File: config.mk
export PLATFORM = sky130hd
export DESIGN_NAME = pred_sched
export DESIGN_NICKNAME = d
export VERILOG_FILES = /design/src/rtl/pred_sched.sv
export SDC_FILE = /design/constraint.sdc
export NUM_CORES = 1
export LEC_CHECK = 0
export ABC_AREA = 0
export CORE_ASPECT_RATIO = 1.4
export CORE_MARGIN = 3
export CORE_UTILIZATION = 55
export CTS_BUF_LIST = sky130_fd_sc_hd__clkbuf_16
export CTS_CLUSTER_DIAMETER = 120
export CTS_CLUSTER_SIZE = 40
export DETAILED_ROUTE_END_ITERATION = 8
export PLACE_DENSITY = 0.84
export SLEW_MARGIN = 20
export SYNTH_ARGS = -nofsm -noshare
export SYNTH_HDL_FRONTEND = slang
export SYNTH_SLANG_ARGS = --single-unit
File: constraint.sdc
create_clock -name clk -period 4.5 [get_ports clk]
set_input_delay 0.45 -clock clk [delete_from_list [all_inputs] [get_ports clk]]
set_output_delay 0.45 -clock clk [all_outputs]
set_load 0.005 [all_outputs]
File: src/rtl/pred_sched.sv
// Round-robin scheduler for four clients, each with a 2-bit saturating outcome
// predictor; reports the prediction issued per grant and keeps hit/total statistics.
module pred_sched #(
  parameter int         CNT_W   = 8,
  parameter logic [1:0] INIT_ST = 2'b01
) (
  input  logic             clk,
  input  logic             rst,
  input  logic             clr,
  input  logic [3:0]       req,
  input  logic [3:0]       act,
  output logic [3:0]       gnt,
  output logic             pred_valid,
  output logic             pred,
  output logic             match,
  output logic [1:0]       pred_id,
  output logic [CNT_W-1:0] hit_cnt,
  output logic [CNT_W-1:0] tot_cnt
);

  localparam logic [CNT_W-1:0] CNT_MAX = {CNT_W{1'b1}};

  logic [1:0]       r_state [4];
  logic [1:0]       r_ptr;
  logic             r_predValid;
  logic             r_pred;
  logic             r_match;
  logic [1:0]       r_predId;
  logic [CNT_W-1:0] r_hitCnt;
  logic [CNT_W-1:0] r_totCnt;

  logic       w_gntValid;
  logic [1:0] w_gntIdx;
  logic [1:0] w_cand;
  logic [1:0] w_oldSt;
  logic [1:0] w_newSt;
  logic       w_act;
  logic       w_pred;
  logic       w_match;

  // Search starts at the pointer and wraps; reset and clear suppress any grant.
  always_comb begin
    w_gntValid = 1'b0;
    w_gntIdx   = 2'd0;
    w_cand     = 2'd0;
    for (int k = 0; k < 4; k++) begin
      w_cand = r_ptr + 2'(k);
      if (!w_gntValid && req[w_cand]) begin
        w_gntValid = 1'b1;
        w_gntIdx   = w_cand;
      end
    end
    if (!rst || clr) begin
      w_gntValid = 1'b0;
    end
  end

  assign gnt = w_gntValid ? (4'b0001 << w_gntIdx) : 4'b0000;

  always_comb begin
    w_oldSt = r_state[w_gntIdx];
    w_act   = act[w_gntIdx];
    w_pred  = w_oldSt[1];
    w_match = (w_pred == w_act);
    w_newSt = w_oldSt;
    if (w_act) begin
      if (w_oldSt != 2'b11) begin
        w_newSt = w_oldSt + 2'd1;
      end
    end else begin
      if (w_oldSt != 2'b00) begin
        w_newSt = w_oldSt - 2'd1;
      end
    end
  end

  always_ff @(posedge clk or negedge rst) begin
    if (!rst) begin
      for (int i = 0; i < 4; i++) begin
        r_state[i] <= INIT_ST;
      end
      r_ptr       <= 2'd0;
      r_predValid <= 1'b0;
      r_pred      <= 1'b0;
      r_match     <= 1'b0;
      r_predId    <= 2'd0;
      r_hitCnt    <= '0;
      r_totCnt    <= '0;
    end else if (clr) begin
      for (int i = 0; i < 4; i++) begin
        r_state[i] <= INIT_ST;
      end
      r_ptr       <= 2'd0;
      r_predValid <= 1'b0;
      r_hitCnt    <= '0;
      r_totCnt    <= '0;
    end else if (w_gntValid) begin
      r_state[w_gntIdx] <= w_newSt;
      r_ptr             <= w_gntIdx + 2'd1;
      r_predValid       <= 1'b1;
      r_pred            <= w_pred;
      r_match           <= w_match;
      r_predId          <= w_gntIdx;
      if (r_totCnt != CNT_MAX) begin
        r_totCnt <= r_totCnt + 1'b1;
      end
      if (w_match && (r_hitCnt != CNT_MAX)) begin
        r_hitCnt <= r_hitCnt + 1'b1;
      end
    end else begin
      r_predValid <= 1'b0;
    end
  end

  assign pred_valid = r_predValid;
  assign pred       = r_pred;
  assign match      = r_match;
  assign pred_id    = r_predId;
  assign hit_cnt    = r_hitCnt;
  assign tot_cnt    = r_totCnt;

endmodule
; ---- Word-level counts from Yosys, hierarchy flattened
; Index checks and enable logic that the tools add are counted.
[word_totals]
regBits = 31
inputBits = 11
elab_cells = 91
[classes]
add_sub_neg = 8
order_cmp = 7
n_eq_ne = 4
shifts = 1
n_mux = 41
bitwise_logic = 2
n_reduce_logical = 17
[op_table]
columns = cell, n
row1 = 8-bit two-way mux, 8
row2 = 2-bit two-way mux, 12
row3 = "8-bit by 1-bit adder with 8-bit output, second input constant", 2
row4 = "8-bit inequality test, second input constant", 2
row5 = "2-bit by 3-bit < comparator with 1-bit output, second input constant", 5
row6 = 1-bit two-way mux, 12
row7 = 1-bit binary-select mux with 2-bit select, 5
row8 = 8-bit bitwise mux, 1
row9 = 2-bit nonzero test, 4
row10 = "2-bit by 1-bit adder with 2-bit output, second input constant", 3
row11 = 2-bit AND reduction, 3
row12 = 1-bit logical AND, 5
row13 = "2-bit adder, second input constant", 2
row14 = 2-bit binary-select mux with 2-bit select, 1
row15 = 2-bit demux with 2-bit select, 1
row16 = 1-bit logical NOT, 4
row17 = 4-bit two-way mux, 1
row18 = "1-bit by 2-bit left shift with 4-bit output, first input constant", 1
row19 = "3-bit greater-or-equal comparator, second input constant", 1
row20 = "3-bit by 1-bit < comparator with 1-bit output, second input constant", 1
row21 = 2-bit NOT with 3-bit output, 1
row22 = "2-bit inequality test, second input constant", 1
row23 = "2-bit by 1-bit subtractor with 2-bit output, second input constant", 1
row24 = 1-bit == test, 1
row25 = 2 further kinds, 2

; ---- Depth between registers and ports, before layout
[logic_depth]
word_depth = 22
ltp_mapped = 10
ltp_nobuf = 8

; ---- Least setup slack after synthesis
; OpenSTA, ideal clock, no wires.
[synth_path]
path_type = input to register
from = in req[2]
to = reg r_state[1] in the netlist's numbering
setup_time_ns = 0.079
arrival_ns = 2.081
slack_ns = 2.340
cell_stages = 8
n_path_buf = 1
path_cell_list = nor2b_1 > a221o_1 > and2_4 > buf_12 > mux2i_1 > mux2_2 > maj3_1 > mux2i_1
[synth_via]
elab_chain_len = 22
word_cells_on_any_way = 45
[synth_lines]
columns = element, line_no
row1 = start: declaration, 10  ; input logic [3:0] req,
row2 = 1-bit binary-select mux with 2-bit select, 48  ; if (!w_gntValid && req[w_cand]) begin
row3 = 1-bit two-way mux (not written as such), 48
row4 = 1-bit two-way mux, 48
row5 = 1-bit logical NOT, 48
row6 = 1-bit logical AND, 48
row7 = 1-bit two-way mux, 48
row8 = 1-bit logical NOT, 48
row9 = 1-bit logical AND, 48
row10 = [4 not listed], -
row11 = via w_gntIdx[1], 33  ; logic [1:0] w_gntIdx;
row12 = [1 not listed], -
row13 = 2-bit binary-select mux with 2-bit select, 61  ; w_oldSt = r_state[w_gntIdx];
row14 = 2-bit two-way mux (not written as such) (2 in a row), 61
row15 = 2-bit by 1-bit subtractor with 2-bit output (tied with other cells), 72  ; w_newSt = w_oldSt - 2'd1;
row16 = "2-bit two-way mux, on equally long branches", "71, 67"
row17 = 2-bit two-way mux, 66  ; if (w_act) begin
row18 = 8-bit bitwise mux *, 98  ; r_state[w_gntIdx] <= w_newSt;
row19 = 8-bit two-way mux *, 97  ; end else if (w_gntValid) begin
row20 = 8-bit two-way mux *, 89  ; end else if (clr) begin
row21 = end signal: indexed assignment, 98
row22 = end: declaration, 23  ; logic [1:0] r_state [4];
; The timed path passes the listed nets; every way through them passes the cells marked *. The select of a mux whose other input is x is not followed.
; A chain may end at the register's enable or synchronous reset.

; ---- Worst setup path in the final report
[layout_path]
from = in rst
to = out gnt[0]
[layout_via]
elab_chain_len = 4
[layout_lines]
columns = element, line_no
row1 = start: declaration, 8  ; input logic rst,
row2 = 1-bit logical NOT (no source line), -
row3 = 1-bit logical OR, 53  ; if (!rst || clr) begin
row4 = 1-bit two-way mux, 53
row5 = 4-bit two-way mux, 58  ; assign gnt = w_gntValid ? (4'b0001 << w_gntIdx) : 4'b0000;
row6 = end: declaration, 12  ; output logic [3:0] gnt,
; No other way between the ends.

==> impl_metrics.tcl <==
set metrics [dict create \
    status "finished, final reports clean" \
    synth_top_area_share_pct 37.6 \
    share_seq_of_total_power_pct 40.4 \
    synth_fp_nets 200 \
    grt-ovfl-total 0 \
    mostFrequentLayoutCell "clkdlybuf4s50_1" \
    initial_core_util_pct 60.0 \
    cts-resized-gates 0 \
    place_inst 249 \
    crit_slowest_cell "clkdlybuf4s50_1" \
    fin_nets 236 \
    drt-total-wl_microns 4190 \
    combPwrFrac_pct 20.1 \
    seq_area_frac_synth_pct 43.5 \
    p_int_w 0.000576 \
    root_buffer "clkbuf_16" \
    track_usage_pct 24.0 \
    clkPwrFrac_pct 39.5 \
    start_kind "primary input" \
    wl_met3_microns 188 \
    maxSlewHeadroom_pct 69.1 \
    drcViolationCount 0 \
    synth_area_leader_cell "dfrtp_1" \
    critPathMaxStageDelay_ns 0.53 \
    tightest_slew_ns 0.464 \
    viasPerCell 5.80 \
    fmax_mhz 304 \
    holdPathStages 2 \
    rsz0062_at_grt "no" \
    arrival_ns 2.84 \
    io-pin-count 36 \
    layout_common_cells "clkdlybuf4s50_1 (35), dfrtp_1 (27), nand2_1 (16)" \
    vias 1491 \
    cts-buffers-inserted 5 \
    gp_congestion 0.820 \
    highest_layer "met4" \
    crit_required_ns 4.05 \
    path_delay_family "buffers and inverters" \
    fp-row-count 23 \
    dpl.hpwl_microns 3080 \
    routedLengthMet1_microns 1570 \
    io_buffers 35 \
    die_y_microns 73.6 \
    clk_latency_ns 0.27 \
    timing.rr.end "hit_cnt[7]" \
    postRouteAntennaNets 0 \
    synthCells 183 \
    wl_met2_microns 2310 \
    power.density_nw_per_um2 342 \
    die_width_microns 54.3 \
    clock_skew_ns 0.00376 \
    post_cts_buffers 0 \
    syn_to_final_growth_pct 28.0 \
    synth_area_leaders "dfrtp_1 (38%), mux2i_1 (7.2%), dfstp_2 (5.8%)" \
    synth_area_sq_um 1800 \
    hold_end "match" \
    cts_hold_buf 0 \
    core_sq_um 2990 \
    maxCapViolations 0 \
    critPathMaxFanout 32 \
    wl_per_cell_microns 16.3 \
    clk_pin_slew_worst_paths_ns 0.05 \
    r2r_cells 8 \
    setup_tns_ns 0 \
    leakage_nw 0.955 \
    die_area_sq_um 4000 \
    switching_power_w 0.000211 \
    finalMaxSlewViolations 0 \
    reg2reg_from "r_ptr[1]" \
    totalPowerFinal_w 0.000787 \
    ys_types 38 \
    synth_warnings 0 \
    stdcell_count 257 \
    path_cells "clkdlybuf4s50_1 > buf_4 > o41ai_1 > or2_2 > inv_1 > and2_1 > clkdlybuf4s50_1" \
    cts_tree "done" \
    numClockSinks 31 \
    synth_area_per_cell_sq_um 9.82 \
    grt_pass1_wl_microns 6840 \
    swShare_pct 26.8 \
    post-route-min-period_ns 3.29 \
    n_antenna_cell 0 \
    end_kind "output pin" \
    min_from "match" \
    h-tree-depth 2 \
    fin_crit_sh_pct 73.1 \
    clk_path_buf_depth 2 \
    synth-seq-cells 31 \
    hp-class "reg -> reg" \
    grt_pass1_vias 1535 \
    drive_gt1_share_pct 10.0 \
    crit_type "in -> out" \
    crit_buf_inv 4 \
    vdd_drop_max_mv 0.265 \
    firstDrtPassIters 4 \
    crit_top_cell "clkdlybuf4s50_1" \
    first_iter_violations 65 \
    antenna_found_initial 0 \
    pre_cts_slack_ns 1.24 \
    grt_max_degree 33 \
    reg2reg_slack_ns 2.10 \
    layout_setup_ws_ns 1.21 \
    finalHoldViolCount 0 \
    finalSetupViolCount 0 \
]
==> power by group through the flow <==
stage               sequential [W]  combinational [W]  clock [W]
global placement          0.000322           0.000152          0
detailed placement        0.000322           0.000157          0
floorplan                 0.000319           0.000101          0
finish                    0.000318           0.000158   0.000311
CTS                       0.000318           0.000159   0.000318
global route              0.000320           0.000174   0.000329
==> cell families after synthesis <==
kind of cell	synth area share [%]
simple gates	20.8
compound gates	13.1
flops	43.5
mux	9.12
buf+inv	3.83
xor+xnor	4.39
fa+ha+maj	5.36
==> worst max-delay path by stage <==
stage / end / from / cells after the start / slack [ns]
floorplan: r_state[1] / req[2] / 8 / 2.34
global placement: gnt[2] / rst / 7 / 1.30
detailed placement: gnt[0] / rst / 7 / 1.24
CTS: gnt[0] / rst / 7 / 1.20
global route: gnt[0] / rst / 7 / 1.08
finish: gnt[0] / rst / 7 / 1.21
==> synthesized netlist by cell type <==
| library cell | count |
|---|---|
| dfrtp_1 | 27 |
| nand2_1 | 16 |
| o21ai_0 | 14 |
| a21oi_1 | 13 |
| mux2i_1 | 13 |
| nor2_1 | 10 |
| clkbuf_1 | 7 |
| nand3_1 | 7 |
| or3_1 | 7 |
| xor2_1 | 7 |
| ha_1 | 6 |
| inv_1 | 6 |
| nand2b_1 | 6 |
| and2_1 | 4 |
| dfstp_2 | 4 |
| nand4_1 | 4 |
| nor3_1 | 4 |
| mux2_2 | 3 |
| and3_1 | 2 |
| nand4b_1 | 2 |
| nor2b_1 | 2 |
| o211ai_4 | 2 |
| xnor2_1 | 2 |
| a21o_1 | 1 |
| a221o_1 | 1 |
| a22o_1 | 1 |
| a41oi_1 | 1 |
| and2_4 | 1 |
| buf_12 | 1 |
| maj3_1 | 1 |
| maj3_2 | 1 |
| nand3_4 | 1 |
| nand3b_1 | 1 |
| nor2_2 | 1 |
| o22ai_1 | 1 |
| o31ai_1 | 1 |
| o41ai_1 | 1 |
| or2_2 | 1 |
==> cell type report <==
class	instances	area (sq um)
multi-input combinational	138	947
sequential	31	781
fill	206	693
timing repair buffer	37	365
clock buffer	5	125
tap	37	46.3
inverter	6	22.5
clock inverter	3	12.5
==> metrics by stage <==
stage,cell area [sq um],util [%],hold slack (ns)
2_1_floorplan,1800,-,0.154
3_3_place_gp,2160,72.2,0.476
3_5_place_dp,2160,72.2,0.473
4_1_cts,2300,76.8,0.485
5_1_grt,2300,76.8,0.524
6_report,2300,76.8,0.485
==> flip-flops by register name (all words and copies together), names as in the netlist <==
register and cells:
tot_cnt 8, pred 1, hit_cnt 8, r_state 8, match 1, pred_valid 1
r_ptr 2, pred_id 2
==> per-layer routing <==
metal / vias to the layer above / global-route usage [%]
met5: - / 0
met4: 0 / 12.2
met3: 12 / 6.49
met2: 45 / 41.5
met1: 720 / 25.7
li1: 714 / -
==> tightest hold or removal path: cells and delay by family (launching register included) <==
kind	cells	cell delay [ns]
simple gates	2	0.11
flops	1	0.34
No activity file was read; power rests on OpenSTA's default activity.
